--- config.mk ---
export PLATFORM = sky130hd
export DESIGN_NAME = speicher_steuerung
export DESIGN_NICKNAME = d
export VERILOG_FILES = /design/src/rtl/speicher_steuerung.sv
export SDC_FILE = /design/constraint.sdc
export NUM_CORES = 1
export LEC_CHECK = 0
export ABC_AREA = 1
export BUFFER_PORTS_ARGS = -buffer_cell sky130_fd_sc_hd__buf_2
export CORE_MARGIN = 2
export CORE_UTILIZATION = 46
export CTS_BUF_LIST = sky130_fd_sc_hd__clkbuf_8
export DETAILED_ROUTE_END_ITERATION = 10
export GPL_TIMING_DRIVEN = 0
export PLACE_DENSITY_LB_ADDON = 0.12
export SLEW_MARGIN = 20
export SYNTH_ARGS = -nofsm -noshare
export SYNTH_HDL_FRONTEND = slang
export SYNTH_SLANG_ARGS = --single-unit
--- constraint.sdc ---
create_clock -name Clock -period 3.8 [get_ports Clock]
set_input_delay 0.38 -clock Clock [delete_from_list [all_inputs] [get_ports Clock]]
set_output_delay 0.38 -clock Clock [all_outputs]
set_load 0.03 [all_outputs]
--- src/rtl/speicher_steuerung.sv ---
// Memory access controller: arbitrates instruction fetch and load/store requests
// onto a single-port RAM with one-cycle read latency, data port has priority.
module speicher_steuerung #(
    parameter int unsigned  WORDSIZE = 32,
    parameter int unsigned  WORDS    = 256,
    localparam int unsigned AW       = $clog2(WORDS)
) (
    input  logic                Clock,
    input  logic                Reset,
    input  logic                BefehlAnfrage,
    input  logic [AW-1:0]       BefehlAdresse,
    output logic [WORDSIZE-1:0] BefehlDaten,
    output logic                BefehlFertig,
    input  logic                DatenAnfrage,
    input  logic                DatenSchreiben,
    input  logic [AW-1:0]       DatenAdresse,
    input  logic [WORDSIZE-1:0] DatenSchreibwert,
    output logic [WORDSIZE-1:0] DatenLesewert,
    output logic                DatenFertig,
    output logic                DatenUngueltig,
    output logic                RamSchreibenAn,
    output logic [AW-1:0]       RamAdresse,
    output logic [WORDSIZE-1:0] RamDatenRein,
    input  logic [WORDSIZE-1:0] RamDatenRaus
);

    // One extra bit so the range check also works when WORDS is a power of two.
    localparam int unsigned CW = AW + 1;

    typedef enum logic [1:0] {
        BEREIT,
        LESEN,
        FERTIG
    } zustand_t;

    zustand_t      zustand;
    zustand_t      zustand_next;
    logic          ist_daten;
    logic          ist_daten_next;
    logic          gueltig;
    logic          gueltig_next;
    logic [AW-1:0] adresse_q;
    logic          grant_c;
    logic          lesen_c;
    logic          daten_gueltig_c;
    logic          befehl_gueltig_c;
    logic          befehl_fertig_next;
    logic          daten_fertig_next;
    logic          ungueltig_next;

    assign daten_gueltig_c  = (CW'(DatenAdresse) < CW'(WORDS));
    assign befehl_gueltig_c = (CW'(BefehlAdresse) < CW'(WORDS));
    assign RamDatenRein     = DatenSchreibwert;

    // State register
    always_ff @(posedge Clock or posedge Reset) begin
        if (Reset) begin
            zustand <= BEREIT;
        end else begin
            zustand <= zustand_next;
        end
    end

    // Arbitration, RAM drive and next-state logic
    always_comb begin
        zustand_next       = zustand;
        ist_daten_next     = ist_daten;
        gueltig_next       = gueltig;
        grant_c            = 1'b0;
        lesen_c            = 1'b0;
        RamSchreibenAn     = 1'b0;
        RamAdresse         = adresse_q;
        befehl_fertig_next = 1'b0;
        daten_fertig_next  = 1'b0;
        ungueltig_next     = 1'b0;

        unique case (zustand)
            BEREIT: begin
                if (!Reset && DatenAnfrage) begin
                    grant_c        = 1'b1;
                    ist_daten_next = 1'b1;
                    gueltig_next   = daten_gueltig_c;
                    RamAdresse     = DatenAdresse;
                    if (DatenSchreiben) begin
                        RamSchreibenAn    = daten_gueltig_c;
                        daten_fertig_next = 1'b1;
                        ungueltig_next    = !daten_gueltig_c;
                        zustand_next      = FERTIG;
                    end else begin
                        zustand_next = LESEN;
                    end
                end else if (!Reset && BefehlAnfrage) begin
                    grant_c        = 1'b1;
                    ist_daten_next = 1'b0;
                    gueltig_next   = befehl_gueltig_c;
                    RamAdresse     = BefehlAdresse;
                    zustand_next   = LESEN;
                end
            end
            LESEN: begin
                lesen_c            = 1'b1;
                befehl_fertig_next = !ist_daten;
                daten_fertig_next  = ist_daten;
                ungueltig_next     = ist_daten && !gueltig;
                zustand_next       = FERTIG;
            end
            FERTIG: begin
                zustand_next = BEREIT;
            end
            default: begin
                zustand_next = BEREIT;
            end
        endcase
    end

    // Owner, address hold, completion pulses and result registers
    always_ff @(posedge Clock or posedge Reset) begin
        if (Reset) begin
            ist_daten      <= 1'b0;
            gueltig        <= 1'b0;
            adresse_q      <= '0;
            BefehlFertig   <= 1'b0;
            DatenFertig    <= 1'b0;
            DatenUngueltig <= 1'b0;
            BefehlDaten    <= '0;
            DatenLesewert  <= '0;
        end else begin
            ist_daten      <= ist_daten_next;
            gueltig        <= gueltig_next;
            BefehlFertig   <= befehl_fertig_next;
            DatenFertig    <= daten_fertig_next;
            DatenUngueltig <= ungueltig_next;
            if (grant_c) begin
                adresse_q <= RamAdresse;
            end
            // Out-of-range reads return zero instead of the aliased RAM word.
            if (lesen_c) begin
                if (ist_daten) begin
                    DatenLesewert <= gueltig ? RamDatenRaus : '0;
                end else begin
                    BefehlDaten <= gueltig ? RamDatenRaus : '0;
                end
            end
        end
    end

endmodule

# After elaboration in Yosys (flattened, before gate mapping)
# Cells that the tools add are included.
totals:
  reg_bits: 79
  latchBits: 0
  mem_bits_rw: 0
  romBits: 0
  inputBits: 85
  output_inout_bits: 108
  word_cells: 45
  memories: 0
op_classes:
  n_addsub: 0
  n_mul: 0
  n_div: 0
  order_cmp: 0
  eq_ne: 2
  shifts: 0
  muxes: 22
  bitwise: 1
  n_reduce_logical: 11
op_table:
  columns: ["operator", "n"]
  rows:
  - ["32-bit two-way mux", 1]
  - ["8-bit two-way mux", 3]
  - ["1-bit two-way mux", 13]
  - ["2-bit two-way mux", 3]
  - ["2-bit AND reduction", 3]
  - ["2-bit case mux with 2 select lines", 1]
  - ["1-bit logical AND", 3]
  - ["1-bit logical NOT", 3]
  - ["3-bit inequality test (second input constant)", 1]
  - ["2-bit by 1-bit equality test with 1-bit output (second input constant)", 1]
  - ["2-bit logical NOT", 1]
  - ["1-bit case mux with 2 select lines", 1]
  - ["2-bit nonzero test", 1]
  - ["1-bit NOT", 1]

# Longest topological paths before layout
# Gate-level depths: netlist of the first run.
logic_depth:
  word_depth: 5
  ltp_mapped: 7
  mapped_depth_nobuf: 6

# Least setup slack after synthesis of the first run
# Ideal clock, no wire load.
synth_path:
  path_type: "input port to output port"
  startpoint: "input Reset"
  endpoint: "output RamAdresse[0]"
  arrival_time_ps: 2949
  required_ps: 3420
  setup_slack_ps: 471
  path_stages: 7
  path_buffers: 1
  cell_sequence: "inv_1 nand2_1 nand2_1 nand2_2 buf_6 nand2_1 nand3_1"
synth_via:
  elab_chain_len: 5
  word_cells_on_any_way: 6
  cone_classes: "mux (3); reduce/logical (3)"
synth_rtl:
  columns: ["element", "line", "source"]
  rows:
  - ["start: declaration", "9", "input logic Reset,"]
  - ["1-bit logical NOT (no line) *", null, null]
  - ["1-bit logical AND", "92", "end else if (!Reset && BefehlAnfrage) begin"]
  - ["8-bit two-way mux", "92", null]
  - ["8-bit two-way mux *", "79", "if (!Reset && DatenAnfrage) begin"]
  - ["8-bit two-way mux *", "77", "unique case (zustand)"]
  - ["end: declaration", "22", "output logic [AW-1:0] RamAdresse,"]
# Mark *: on every way between the ends. The rest lies on a longest branch, timed or not.

# Final worst setup path of the first run
layout_path:
  startpoint: "input Reset"
  endpoint: "output RamAdresse[1]"
# Same word-level chain as after synthesis.

==> results of run 1 <==
area by class of cell:
| cell class | count | area, µm² | area share |
|---|---|---|---|
| inverter | 12 | 47.55 | 0.01003 |
| tap | 102 | 127.6 | 0.02691 |
| sequential | 79 | 1977 | 0.4169 |
| buffer | 52 | 416.7 | 0.08786 |
| clock buffer | 9 | 123.9 | 0.02612 |
| clock inverter | 7 | 113.9 | 0.02401 |
| multi-input combinational | 223 | 1115 | 0.2351 |
| timing repair buffer | 161 | 820.8 | 0.1731 |
synth_stat cells:
cell / instances / area, µm²
nor2_4: 1 / 11.26
o21ai_2: 35 / 306.5
buf_4: 33 / 247.7
buf_2: 6 / 30.03
o21ai_1: 19 / 95.09
dfrtp_1: 79 / 1977
nand4_1: 7 / 43.79
nor2_1: 5 / 18.77
nand3_1: 17 / 85.08
o21ai_0: 12 / 60.06
nand2_1: 122 / 457.9
nand2_2: 3 / 18.77
nand2_4: 1 / 11.26
clkbuf_1: 1 / 3.750
inv_1: 12 / 45.04
buf_6: 12 / 135.1
nor2_2: 1 / 6.260
power by group through the flow:
stage,sequential (µW),combinational (µW),clock [µW]
2_1_floorplan,2120,649,0
3_3_place_gp,1420,1890,0
3_5_place_dp,1420,1920,0
4_1_cts,1410,1920,748
5_1_grt,1460,2050,786
6_report,1410,1900,732
state kept, by name, summed over array words and instances (netlist names):
register	flops
zustand	2
adresse_q	8
DatenUngueltig	1
BefehlDaten	32
gueltig	1
DatenLesewert	32
DatenFertig	1
ist_daten	1
BefehlFertig	1
through the flow:
step / TNS, ns / std cells / instance area (µm²) / setup slack (ns) / hold slack, ns
final: 0 / 645 / 4742 / 1.461 / 0.08901
after global routing: 0 / 645 / 4742 / 1.253 / 0.1236
after CTS: 0 / 645 / 4742 / 1.387 / 0.1044
after detailed placement: 0 / 629 / 4504 / 1.385 / 0.4632
after global placement: -3.098 / 628 / 4482 / -0.3962 / 0.4599
after floorplan: 0 / 366 / 3553 / 0.4713 / 0.4468
how the worst max path moves through the flow:
stage | startpoint | to | cells after the start | slack, ns
floorplan | Reset | RamAdresse[0] | 7 | 0.47
global placement | Reset | RamAdresse[1] | 9 | -0.40
detailed placement | Reset | RamAdresse[1] | 10 | 1.38
CTS | Reset | RamAdresse[1] | 10 | 1.39
global route | Reset | RamAdresse[4] | 8 | 1.25
finish | Reset | RamAdresse[1] | 10 | 1.46
critical path: stages:
cell     delay [ns]
buf_2          0.12
inv_4          0.38
buf_12         0.30
nand2_4        0.11
nand2_1        0.10
nand2_2        0.06
buf_6          0.14
nand2_1        0.08
nand3_1        0.07
buf_2          0.18
placed cells by master (no fill, tap or decap), drive strengths merged:
master,count
buf,212
bufinv,3
clkbuf,10
clkinv,1
clkinvlp,1
dfrtp,79
inv,14
nand2,126
nand3,17
nand4,7
nor2,7
o21ai,66
cell families after synthesis:
| logic type | Yosys count | synth area share |
|---|---|---|
| AOI/OAI and AO/OA | 66 | 0.1299 |
| buffers and inverters | 64 | 0.1299 |
| DFF | 79 | 0.5563 |
| and+or+nand+nor | 157 | 0.1838 |
metal layers:
layer | up-vias | global-route usage | share of wire | routed length, µm
met4 | 0 | 0.06841 | 0.0066 | 55
met2 | 109 | 0.3346 | 0.48 | 4001
met5 | - | 0 | 0 | 0
met1 | 1364 | 0.2736 | 0.44 | 3681
met3 | 4 | 0.04026 | 0.068 | 565
li1 | 1497 | - | - | -
==> flow_summary.toml, run 1 <==
[power]
p_leak_uw = 0.002700
max-vdd-ir-drop_mv = 0.3631
clkPwrFrac = 0.181
powerDensity_nw_per_um2 = 852.1
p_switching_uw = 1810
p_sw_frac = 0.4478
finalPower_uw = 4041
combPwrFrac = 0.470
p_seq_frac = 0.349
p_int_uw = 2231

[place]
post-dp-hpwl_um = 6105
gp_congestion = 0.7515
port_buffers = 160

[timing]
fin_crit_sh = 0.6155
setup_viol = 0
min_period_ns = 2.339
hold_violations = 0
max_freq_ghz = 0.4275
rsz0062_at_grt = "false"
relSlewSlack = 0.6488
skew_ns = 0.01413
maxSlewViolCount = 0
worstMarginPinSlew_ns = 0.5268

[layout]
n_fill_cell = 729
final_util = 0.6234
final_nets = 623
antenna_cells = 0
syn_to_final_growth_pct = 33.45
drive_gt1_frac = 0.4936

[grt]
antenna_found_initial = 0
grt_pass1_vias = 2963
grt.total_usage = 0.2042
grt_remaining_overflow = 0
grt_max_degree = 44
grt_pass1_wl_um = 13670

[cts]
cts_buffers = 9
postCtsSetupRepairBufs = 0
path_clk_slew_ns = 0.09
cts_hold_repair.buffers = 0
clock_path_buffers = 2
cts_resized = 0
htreeDepth = 3
cts_num_sinks = 79
cts_tree = "yes"
cts_root_buf = "clkbuf_8"
worst_skew_pair.late_latency_ns = 0.34

[worst_setup_path]
path_max_fanout = 43
cp.required_ns = 3.42
r2r_slack_ns = 2.56
worst-r2r-cell-count = 6
start_kind = "input pin"
worstReg2RegStart = "zustand[1]"
crit_arrival_ns = 1.96
cp-end-kind = "output pin"
regToRegEndpoint = "adresse_q[5]"
path_class = "in2out"

[run_status]
status = "complete, no violations"

[synthesis]
synth_area_per_cell_um2 = 9.709
syn-cell-area_um2 = 3553
synthDistinctLibCells = 17
ys_seq_area_frac = 0.5563
syn_nets = 451
ys_ff_latch = 79
yosysWarnings = 0
syn_inst = 366

[floorplan]
fp.dieW_um = 91.89
core_um2 = 7607
die_h_um = 91.89
die_area_um2 = 8444
initial_utilization = 0.4671
rows = 32
io_pins = 193

[job]
cap_violations = 0

[routing]
dr.pass1.iters = 4
vias = 2974
drtAntennaViolNets = 0
viasPerCell = 4.611
drc = 0
routed_wl_um = 8304
drt_iter0_markers = 79
routedWlPerCell_um = 12.87

[worst_hold_path]
min_path_type = "in2async"
Note: power is estimated with default switching activity, not from simulation.
==> run 2, diff against run 1 <==
ABC_AREA = 0   (was 1)
clock period = 2.2 ns   (was 3.8 ns; I/O delays follow)
==> run 2 against run 1 <==
Critical path type is now reg2out. Flip-flop and latch count unchanged. Sequential share of layout area up 0.97 points. Worst setup slack worse by 1.3 ns. Combinational power up 57%. Die area down 3.3%.
==> flow_summary.toml, run 2 <==
[layout]
syn_to_final_growth_pct = 35.03
regArea_um2 = 1977
final_nets = 595
n_fill_cell = 659
top_regs = "BefehlDaten x32, DatenLesewert x32, adresse_q x8"
layout_commonest_cell = "buf_2"
multi_input_area_um2 = 1077
layout_common_cells = "buf_2 (165), nand2_1 (98), dfrtp_1 (79)"
drive_gt1_frac = 0.4816
antenna_cells = 0
post-route-cell-area_um2 = 4634

[place]
dp_slack_ns = 0.4043
gp_congestion = 0.7036
post-dp-hpwl_um = 6149
placed_area_um2 = 4400
port_buffers = 160

[synthesis]
muxShareOfSynthArea = 0
synth_top_family_by_area = "compound AO/OA/AOI/OAI gates"
synth_area_per_cell_um2 = 10.18
netlist_top_cells_area = "dfrtp_1 (58%), nand2_1 (11%), buf_4 (7.0%), o21ai_2 (5.9%), o21ai_0 (4.8%)"
syn-cell-area_um2 = 3432
yosysWarnings = 0
ys_seq_area_frac = 0.5760
ys.flop_type = "dfrtp_1"
synth_compound_area_frac = 0.1834
yosys.cell_count.top_type = "nand2_1"
ys_ff_latch = 79
synth-edff-count = 0
syn_inst = 337
syn_nets = 422
synthDistinctLibCells = 24
synthXorXnorAreaFrac = 0
synthAdderAreaFrac = 0
synth_commonest_cells = "nand2_1 (98), dfrtp_1 (79), o21ai_0 (33)"
synth_area_leader_cell = "dfrtp_1"
synthArstFlopShare = 1.000
yosysTopAreaCellShare = 0.5760
synthSimpleGateAreaFrac = 0.1276

[floorplan]
die_h_um = 90.38
die_area_um2 = 8168
core_um2 = 7253
initial_utilization = 0.4732
io_pins = 193
fp.dieW_um = 90.38
rows = 31

[routing]
drc = 0
drt_iter0_markers = 116
drtAntennaViolNets = 0
vias = 2961
routed_wl_um = 8414
dr.pass1.iters = 4
routedWlPerCell_um = 13.70
viasPerCell = 4.822

[worst_setup_path]
crit_chain = "nor3_2 -> o21ai_2 -> buf_2 -> o2bb2ai_1 -> clkbuf_4"
path_delay_family = "flip-flops"
max_stage_delay_ns = 0.44
critPathLaunch = "zustand[1]"
crit_arrival_ns = 1.83
r2r_slack_ns = 0.73
cp-end-kind = "output pin"
path_max_fanout = 10
cp_slowest_cell = "dfrtp_1"
cp.required_ns = 1.98
start_kind = "flip-flop"
path_class = "reg2out"
cp_num_buf_inv = 2
worstReg2RegStart = "gueltig"

[cts]
htreeDepth = 3
cts_buffers = 9
path_clk_slew_ns = 0.08
cts_root_buf = "clkbuf_8"
cts_num_sinks = 79
cts_tree = "yes"
clock_path_buffers = 2
worst_skew_pair.late_latency_ns = 0.34

[timing]
min_period_ns = 2.054
worstMarginPinSlew_ns = 0.4987
tns_ns = 0
setup_viol = 0
relSlewSlack = 0.6675
maxSlewViolCount = 0
setup_slack_ns = 0.1458
max_freq_ghz = 0.4868
hold_violations = 0
fin_crit_sh = 0.9337
skew_ns = 0.006366

[grt]
grt_pass1_wl_um = 13700
grt.total_usage = 0.2094
grt_max_degree = 34
antenna_found_initial = 0
grt_remaining_overflow = 0
grt_pass1_vias = 2825

[power]
max-vdd-ir-drop_mv = 0.8728
powerDensity_nw_per_um2 = 1416
p_leak_uw = 0.002530

[job]
cap_violations = 0

[worst_hold_path]
min_path_type = "in2reg"
min_from = "RamDatenRaus[1]"

[run_status]
status = "complete, no violations"
==> run 2: cell count changes after synthesis, moves of 10 or more <==
cell	change
o21ai_1	-10
inv_1	-10
o21ai_0	+21
nand2_1	-24
o21ai_2	-12
nand3_1	-17
o2bb2ai_1	+16
==> run 2: final cells by class <==
cell class              count  area share
plain buffers              54     0.08180
clock buffers               9     0.02673
clock inverters             7     0.01917
inverters                   2    0.002430
multi-input cells         201      0.2325
flip-flops and latches     79      0.4266
well taps                  99     0.02673
repair buffers            163      0.1841
==> run 2: tightest hold or removal path, stage by stage <==
cell     delay (ns)
buf_2          0.09
nand2_1        0.07
o21ai_1        0.07
==> run 2: kinds of logic after synthesis <==
family	count (synthesis)
AOI/OAI and AO/OA	91
buffers and inverters	57
DFF	79
and+or+nand+nor	110
==> run 2: where the power goes <==
group / leakage, µW / switching [µW] / internal, µW
registers: 0.000983 / 335 / 2080
clock network: 0.000106 / 531 / 631
logic: 0.00144 / 2100 / 887
==> run 2: final timing paths <==
path                       cells after the start                end
setup / recovery                               5      RamAdresse[4]
hold / removal                                 3     BefehlDaten[1]
setup reg to reg                               4  DatenLesewert[20]
hold reg to reg                                2    BefehlDaten[13]
max in group asynchronous                      5    BefehlDaten[19]
min in group asynchronous                      3       adresse_q[5]
==> run 2: what timing repair did <==
action | in CTS | in global routing
setup buffers | 0 | 0
hold endpoints to repair | 15 | 0
hold buffers | 1 | 0
resized for setup | 0 | 4
endpoints found under the setup margin | 0 | 8
==> run 2: per-layer routing <==
metal,vias up,share of wire,track usage,routed length (µm)
met5,-,0,0,0
met4,0,0.0087,0.06923,73
met3,8,0.077,0.05342,650
met2,123,0.48,0.3383,4075
met1,1385,0.43,0.2775,3614
li1,1445,-,-,-
==> run 2: through the flow <==
| stage | std cells | power [µW] | hold slack (ns) | util |
|---|---|---|---|---|
| 2_1_floorplan | 337 | 4505 | 0.3136 | - |
| 6_report | 614 | 6563 | 0.1358 | 0.6390 |
| 5_1_grt | 614 | 6943 | 0.1366 | 0.6390 |
| 3_5_place_dp | 598 | 5456 | 0.2683 | 0.6067 |
| 3_3_place_gp | 596 | 5381 | 0.4555 | 0.6012 |
| 4_1_cts | 615 | 6607 | 0.09594 | 0.6374 |
